## src/rtl/inst_fetch.sv

```systemverilog
// inst_fetch: owns the PC, fetches one word at a time over req/gnt/rvalid,
// and holds the result in a one-deep slot with stall and redirect/flush.
module inst_fetch #(
   parameter logic [31:0] RESET_PC = 32'h0000_0000,
   parameter logic [31:0] NOP_INST = 32'h0000_0000
) (
   input  logic        clk,
   input  logic        rst,
   input  logic        stall_i,
   input  logic        redirect_i,
   input  logic [31:0] redirect_pc_i,
   output logic        imem_req_o,
   output logic [31:0] imem_addr_o,
   input  logic        imem_gnt_i,
   input  logic        imem_rvalid_i,
   input  logic [31:0] imem_rdata_i,
   output logic [31:0] o_pc,
   output logic [31:0] o_inst,
   output logic        o_valid
);
   typedef enum logic [1:0] {FETCH, WAIT, FLUSH} state_t;
   state_t state, state_nx;
   logic [31:0] pc;
   logic load, consume, unused_lsb;
   assign unused_lsb = ^redirect_pc_i[1:0];
   assign imem_addr_o = pc;
   assign imem_req_o = (state == FETCH) & ~redirect_i & ~(o_valid & stall_i);
   assign consume = o_valid & ~stall_i;
   assign load = ~redirect_i & (state == WAIT) & imem_rvalid_i;
   // A redirect turns a live request into one whose response must be discarded.
   always_comb begin
      state_nx = redirect_i ? ((state == FETCH || imem_rvalid_i) ? FETCH : FLUSH)
               : (state == FETCH) ? ((imem_req_o & imem_gnt_i) ? WAIT : FETCH)
               : imem_rvalid_i ? FETCH : state;
   end
   always_ff @(posedge clk) begin
      if (rst) begin
         state   <= FETCH;
         pc      <= RESET_PC;
         o_pc    <= 32'h0;
         o_inst  <= NOP_INST;
         o_valid <= 1'b0;
      end else begin
         state <= state_nx;
         if (redirect_i) begin
            pc      <= {redirect_pc_i[31:2], 2'b00};
            o_inst  <= NOP_INST;
            o_valid <= 1'b0;
         end else if (load) begin
            pc      <= pc + 32'd4;
            o_pc    <= pc;
            o_inst  <= imem_rdata_i;
            o_valid <= 1'b1;
         end else if (consume) begin
            o_inst  <= NOP_INST;
            o_valid <= 1'b0;
         end
      end
   end
endmodule

```

## config.mk

```make
export PLATFORM = sky130hd
export DESIGN_NAME = inst_fetch
export DESIGN_NICKNAME = d
export VERILOG_FILES = /design/src/rtl/inst_fetch.sv
export SDC_FILE = /design/constraint.sdc
export NUM_CORES = 1
export LEC_CHECK = 0
export CORE_MARGIN = 2
export CORE_UTILIZATION = 46
export CTS_CLUSTER_SIZE = 40
export DETAILED_ROUTE_END_ITERATION = 12
export PLACE_DENSITY_LB_ADDON = 0.3
export SYNTH_ARGS = -nofsm -noshare
export SYNTH_HDL_FRONTEND = slang
export SYNTH_SLANG_ARGS = --single-unit
```

## constraint.sdc

```tcl
create_clock -name clk -period 3.25 [get_ports clk]
set_input_delay 0.65 -clock clk [delete_from_list [all_inputs] [get_ports clk]]
set_output_delay 0.65 -clock clk [all_outputs]
set_load 0.02 [all_outputs]
```

== Word level (Yosys, flattened, before mapping) ==
Cells that the tools add are included.

* Add/sub/neg operators: 1
* Equality and inequality tests: 1
* Multiplexer cells: 11
* Bitwise gates (word level): 10
* Reductions and logical operators: 7

{| class="wikitable"
|+ Operators by type and width
! operator !! count
|-
| $mux W32 || 4
|-
| $add A32 B3 Y32 const B || 1
|-
| $mux W2 || 4
|-
| $and A1 B1 Y1 || 7
|-
| $reduce_bool A2 Y1 || 2
|-
| $mux W1 || 3
|-
| $not A1 Y1 || 3
|-
| $reduce_bool A3 Y1 || 1
|-
| $eq A2 B1 Y1 const B || 1
|-
| $logic_not A2 Y1 || 1
|-
| $reduce_and A2 Y1 || 1
|-
| $reduce_or A2 Y1 || 1
|-
| $logic_or A1 B1 Y1 || 1
|}

* Flip-flop bits (word level): 99
* Output and inout bits: 98
* Word-level logic and storage cells: 36

== Depth between registers and ports, before layout ==
Gate-level depths: netlist of the first run.

* Depth after elaboration: 7
* Mapped depth: 6

== Worst setup path after synthesis of the first run ==
No wires, ideal clock.

* Path type: input to output
* Start point: in stall_i
* End point: out imem_req_o
* Arrival: 1,897 ps
* Path slack: 703 ps
* Stages on the path: 1
* Path through: a2111oi_0

* Word-level cells in the longest chain between the ends: 3

{| class="wikitable"
|+ RTL lines
! what !! line !! source
|-
| start: declaration || 9 || <nowiki>input logic stall_i,</nowiki>
|-
| $and A1 B1 Y1 || 27 || <nowiki>assign imem_req_o = (state == FETCH) & ~redirect_i & ~(o_valid & stall_i);</nowiki>
|-
| $not A1 Y1 || 27 ||
|-
| $and A1 B1 Y1 || 27 ||
|-
| end: declaration || 12 || <nowiki>output logic imem_req_o,</nowiki>
|}

Every way passes these cells.

== Worst setup path in the final report of the first run ==
Ends and elaborated chain as after synthesis.

==> results.yml, run 1 <==
cts:
  clock_latency_ns: 0.35
  cts_hold_buf: 0
  cts_resized: 0
  cts_tree: "built"
  cts_setup_buffers: 0
  htreeDepth: 3
  cts_sinks: 95
  cts_buffer_depth: 2
  cts_root_buffer: "clkbuf_8"
  cts_buffers: 9
  cts.clk_slew.worst_paths_ns: 0.09
timing:
  tns_ns: 0
  maxSlewHeadroom_pct: 56.5
  worstMarginPinSlew_ns: 0.653
  fin_crit_sh_pct: 89.8
  slew_violations: 0
  fin_crit_ns: 2.92
  rsz0062_at_grt: "false"
  max_freq_mhz: 343
  setup_viol: 0
  skew_ns: 0.00785
  hold_viol_final: 0
global_routing:
  grt_first_pass_wirelength_mm: 19.1
  grt_pass1_vias: 3920
  antenna_found_initial: 0
  grt_max_degree: 45
  grt_overflow: 0
  track_usage_pct: 24.4
yosys:
  synth.distinct_cells: 49
  yosysTopAreaCell: "dfxtp_1"
  synth_warnings: 0
  synth_edf_count: 0
  ys_ff_latch: 95
  synth_commonest_cells: "dfxtp_1 (95), nand2_1 (91), a21oi_1 (55)"
  synth_most_common_cell: "dfxtp_1"
  seq_area_frac_synth_pct: 48.1
  async_flop_share_pct: 0
  synth_area_leaders: "dfxtp_1 (48%), nand2_1 (8.6%), a21oi_1 (7.0%)"
  synth-main-ff-cell: "dfxtp_1"
  synth_top_area_share_pct: 48.1
  avgSynthCellArea_um2: 8.34
  syn_area_um2: 3950
  synth_cells: 474
min_path:
  hold_depth: 2
  hp-class: "reg -> reg"
  hold_end: "o_pc[17]"
  worstHoldStart: "o_pc[17]"
floorplanning:
  die_h_um: 96.7
  die-area_um2: 9350
  initial_core_util_pct: 47.8
  coreArea_um2: 8260
  die_w_um: 96.7
  pin_count: 168
  row_count: 33
routing:
  drt_iter0_markers: 155
  routedWlPerCell_um: 15.5
  drc: 0
  ant_nets: 0
  vias_per_cell: 5.38
  wl_mm: 11.4
  vias: 3950
  dr.pass1.iters: 5
cells_and_area:
  insertedDiodeCount: 0
  drive_gt1_share_pct: 6.04
  regArea_um2: 1900
  multiInputGateArea_um2: 1880
  num-nets-final: 695
  syn_to_final_growth_pct: 47.8
  n_fill_cell: 664
power_and_ir_drop:
  leakage_nw: 1.94
  vdd_drop_max_uv: 240
  pwr_density_cell_nw_per_um2: 399
  power.total_mw: 2.33
critical_path:
  arrival_ns: 2.27
  r2r_cells: 5
  r2r_start: "imem_addr_o[8]"
  r2r_slack_ns: 1.06
  path_class: "in -> out"
  crit_fanout: 3
  startpoint_type: "input pin"
  cp-end-kind: "primary output"
  crit_required_ns: 2.60
  rr_endpoint: "imem_addr_o[23]"
outcome:
  status: "finished clean"
placement:
  gp_congestion: 0.856
  hpwl_mm: 8.19
  port_buffers: 161
job:
  max_cap_viol_count: 0
area by class of cell:
| class | count | share of cell area, % |
|---|---|---|
| sequential | 95 | 32.6 |
| tap | 105 | 2.25 |
| clock inverter | 4 | 0.921 |
| multi-input combinational | 340 | 32.3 |
| clock buffer | 12 | 2.66 |
| inverter | 5 | 0.321 |
| timing repair buffer | 173 | 29.0 |
worst max-delay path: stages:
cell,delay (ns)
clkdlybuf4s50_1,0.44
a2111oi_0,0.40
buf_4,0.18
clkdlybuf4s50_1,0.59
cells by family (layout without fill, tap and decap cells):
group                      count (synthesis)  in the layout  share of synthesized area (%)
DFF                                       95             95                           48.1
AOI/OAI and AO/OA                        114            114                           18.2
xor gates and xnor gates                  18             18                           3.99
and+or+nand+nor                          203            203                           24.7
adders and majority gates                  1              1                          0.317
other                                      1              4                         0.0949
buffers and inverters                     42            194                           4.56
how the worst max path moves through the flow:
stage / start / to / slack, ns / cells after the start
3_3_place_gp: stall_i / imem_req_o / 0.33 / 4
5_1_grt: stall_i / imem_req_o / 0.28 / 4
6_report: stall_i / imem_req_o / 0.33 / 4
3_5_place_dp: stall_i / imem_req_o / 0.32 / 4
4_1_cts: stall_i / imem_req_o / 0.31 / 4
2_1_floorplan: stall_i / imem_req_o / 0.70 / 1
cell usage in the layout (no fill, tap or decap), types with 2 or more instances in the layout:
cell type        netlist  layout
a211oi_1               7       7
a21oi_1               55      54
a22oi_1               33      33
a2bb2oi_1              3       3
a31oi_1                3       3
and4_1                 2       2
and4_2                 2       2
buf_4                  5      12
clkbuf_8               0      11
clkdlybuf4s50_1        0     160
clkinvlp_4             0       2
conb_1                 1       4
dfxtp_1               95      95
inv_1                  4       4
nand2_1               91      91
nand3_1               14      14
nand4_1               11      11
nor2_1                47      47
nor3_1                 7       7
nor4_1                 7       7
nor4b_1                3       3
o21a_1                 2       2
o21bai_1               2       2
o22ai_1                2       2
o311ai_0               2       2
or3_1                  6       6
xnor2_1               15      15
xor2_1                 3       3
report_power, final:
group	leakage (nW)	total [mW]	internal [mW]	switching (mW)
registers	0.772	1.24	1.19	0.0474
logic	1.07	0.289	0.156	0.133
clock network	0.0988	0.803	0.400	0.404
stage by stage:
step	hold slack [ns]	util (%)	instances	cell area, µm²	setup WS (ns)
2_1_floorplan	0.508	-	477	3960	0.703
3_3_place_gp	0.441	68.2	718	5630	0.331
3_5_place_dp	0.448	68.2	718	5630	0.316
4_1_cts	0.460	70.7	734	5840	0.313
5_1_grt	0.476	70.7	734	5840	0.278
6_report	0.457	70.7	734	5840	0.332
metal layers:
metal  up-vias  track usage (%)  wire length, µm
li1       1951                -                -
met1      1804             29.6             4720
met2       171             40.1             5340
met3        24             9.68             1110
met4         0             6.83              224
met5         -                0                0
state kept, by name (all words and copies together), names as in the netlist:
register / count
state: 2
o_valid: 1
imem_addr_o: 30
o_pc: 30
o_inst: 32
Note: power is estimated with default switching activity, not from simulation.
==> inputs of run 2 (changes only) <==
--- a/config.mk
+++ b/config.mk
@@ -9,7 +9,7 @@
 export CORE_UTILIZATION = 46
 export CTS_CLUSTER_SIZE = 40
 export DETAILED_ROUTE_END_ITERATION = 12
-export PLACE_DENSITY_LB_ADDON = 0.3
+export PLACE_DENSITY = 0.84
 export SYNTH_ARGS = -nofsm -noshare
 export SYNTH_HDL_FRONTEND = slang
 export SYNTH_SLANG_ARGS = --single-unit
==> run 2 against run 1 <==
  * Final area is 0.39% lower
  * Clock skew up 0.0019 ns
  * Clock-buffer cell count unchanged
  * Highest routed layer unchanged
==> results.yml, run 2 (synthesis gave the netlist of run 1 again) <==
outcome:
  status: "finished clean"
global_routing:
  antenna_found_initial: 0
  grt_overflow: 0
  grt_first_pass_wirelength_mm: 18.4
  grt_pass1_vias: 3775
  track_usage_pct: 23.6
  grt_max_degree: 63
cts:
  cts_hold_buf: 0
  clock_latency_ns: 0.35
  cts_resized: 0
  cts.clk_slew.worst_paths_ns: 0.08
  cts_buffer_depth: 2
  cts_tree: "built"
  cts_setup_buffers: 0
  cts_root_buffer: "clkbuf_8"
  htreeDepth: 3
  cts_buffers: 9
  cts_sinks: 95
floorplanning:
  die-area_um2: 9350
  pin_count: 168
  row_count: 33
  die_h_um: 96.7
  coreArea_um2: 8260
  initial_core_util_pct: 47.8
  die_w_um: 96.7
power_and_ir_drop:
  swShare_pct: 24.9
  p_int_mw: 1.74
  seqPwrFrac_pct: 53.3
  vdd_drop_max_uv: 225
  power_frac_comb_pct: 12.4
  switchingPower_mw: 0.580
  pwr_density_cell_nw_per_um2: 399
  leakage_nw: 1.93
  clkPwrFrac_pct: 34.3
routing:
  vias: 3974
  dr.pass1.iters: 6
  drc: 0
  wl_mm: 11.5
  ant_nets: 0
  drt_iter0_markers: 246
  vias_per_cell: 5.44
  routedWlPerCell_um: 15.7
critical_path:
  arrival_ns: 2.40
  cp-startpoint: "stall_i"
  cpMaxStageDelayCell: "clkdlybuf4s50_1"
  cp_cell_sequence: "clkdlybuf4s50_1 -> a2111oi_0 -> clkdlybuf4s50_1"
  path_class: "in -> out"
  critical_path.most_common_cell: "clkdlybuf4s50_1"
  cp-end-kind: "primary output"
  crit_required_ns: 2.60
  startpoint_type: "input pin"
  crit_fanout: 3
  r2r_start: "imem_addr_o[8]"
  slowest_delay_ns: 0.73
cells_and_area:
  insertedDiodeCount: 0
  syn_to_final_growth_pct: 47.3
  largest_reg_flops: 32
  num-nets-final: 692
  layout_common_cells: "clkdlybuf4s50_1 (160), dfxtp_1 (95), nand2_1 (91)"
  drive_gt1_share_pct: 5.59
  top_register: "o_inst"
  final_common_cell: "clkdlybuf4s50_1"
timing:
  skew_ns: 0.00979
  setup_ws_ns: 0.197
  setup_viol: 0
  maxSlewHeadroom_pct: 55.5
  fin_crit_sh_pct: 94.0
  tns_ns: 0
  worstMarginPinSlew_ns: 0.668
  slew_violations: 0
  max_freq_mhz: 328
  fin_crit_ns: 3.05
  rsz0062_at_grt: "false"
  hold_viol_final: 0
placement:
  preCtsSetupSlack_ns: 0.198
  hpwl_mm: 8.18
  port_buffers: 161
  gp_congestion: 0.847
min_path:
  worstHoldStart: "o_pc[27]"
  hp-class: "reg -> reg"
job:
  max_cap_viol_count: 0
==> run 2: power by group through the flow <==
stage / clock network [mW] / logic, mW / registers (mW)
after global routing: 0.871 / 0.306 / 1.24
after CTS: 0.812 / 0.288 / 1.24
final: 0.798 / 0.287 / 1.24
after floorplan: 0 / 0.101 / 1.28
after detailed placement: 0 / 0.287 / 1.26
after global placement: 0 / 0.282 / 1.26
==> run 2: cell type report <==
type,count,area [µm²]
Clock buffer,12,155
Clock inverter,4,53.8
Fill cell,665,2440
Inverter,5,18.8
Multi-Input combinational cell,340,1880
Sequential cell,95,1900
Tap cell,105,131
Timing Repair Buffer,170,1670
==> run 2: routing by layer <==
metal | part of all wire, % | track usage (%)
met3 | 8.9 | 7.95
met5 | 0 | 0
met1 | 41 | 28.4
met2 | 49 | 40.3
met4 | 1.4 | 6.83
==> run 2: critical path: cells and delay by family <==
| family | cells | cell delay (ns) |
|---|---|---|
| compound gates | 1 | 0.58 |
| buf+inv | 2 | 1.17 |
==> run 2: per-stage QoR <==
stage	hold WS (ns)	utilization [%]	total power [mW]	area (µm²)	std cells
global route	0.474	70.5	2.42	5820	731
global placement	0.442	67.9	1.55	5610	715
detailed placement	0.448	67.9	1.55	5610	715
CTS	0.459	70.5	2.34	5820	731
finish	0.455	70.5	2.32	5820	731
floorplan	0.508	-	1.39	3960	477
==> run 2: final timing paths <==
| path | endpoint | slack, ns | cells past startpoint |
|---|---|---|---|
| worst max-delay path | imem_req_o | 0.20 | 3 |
| worst min-delay path | o_pc[27] | 0.46 | 2 |
| worst max register to register | imem_addr_o[23] | 1.11 | 5 |
| worst min register to register | o_pc[27] | 0.46 | 2 |
==> inputs of run 3 (changes only) <==
--- a/config.mk
+++ b/config.mk
@@ -9,6 +9,7 @@
 export CORE_UTILIZATION = 46
 export CTS_CLUSTER_SIZE = 40
 export DETAILED_ROUTE_END_ITERATION = 12
+export GPL_TIMING_DRIVEN = 1
 export PLACE_DENSITY = 0.84
 export SYNTH_ARGS = -nofsm -noshare
 export SYNTH_HDL_FRONTEND = slang
==> results of run 3 <==
Final layout, timing and power as in run 2 (identical DEF).
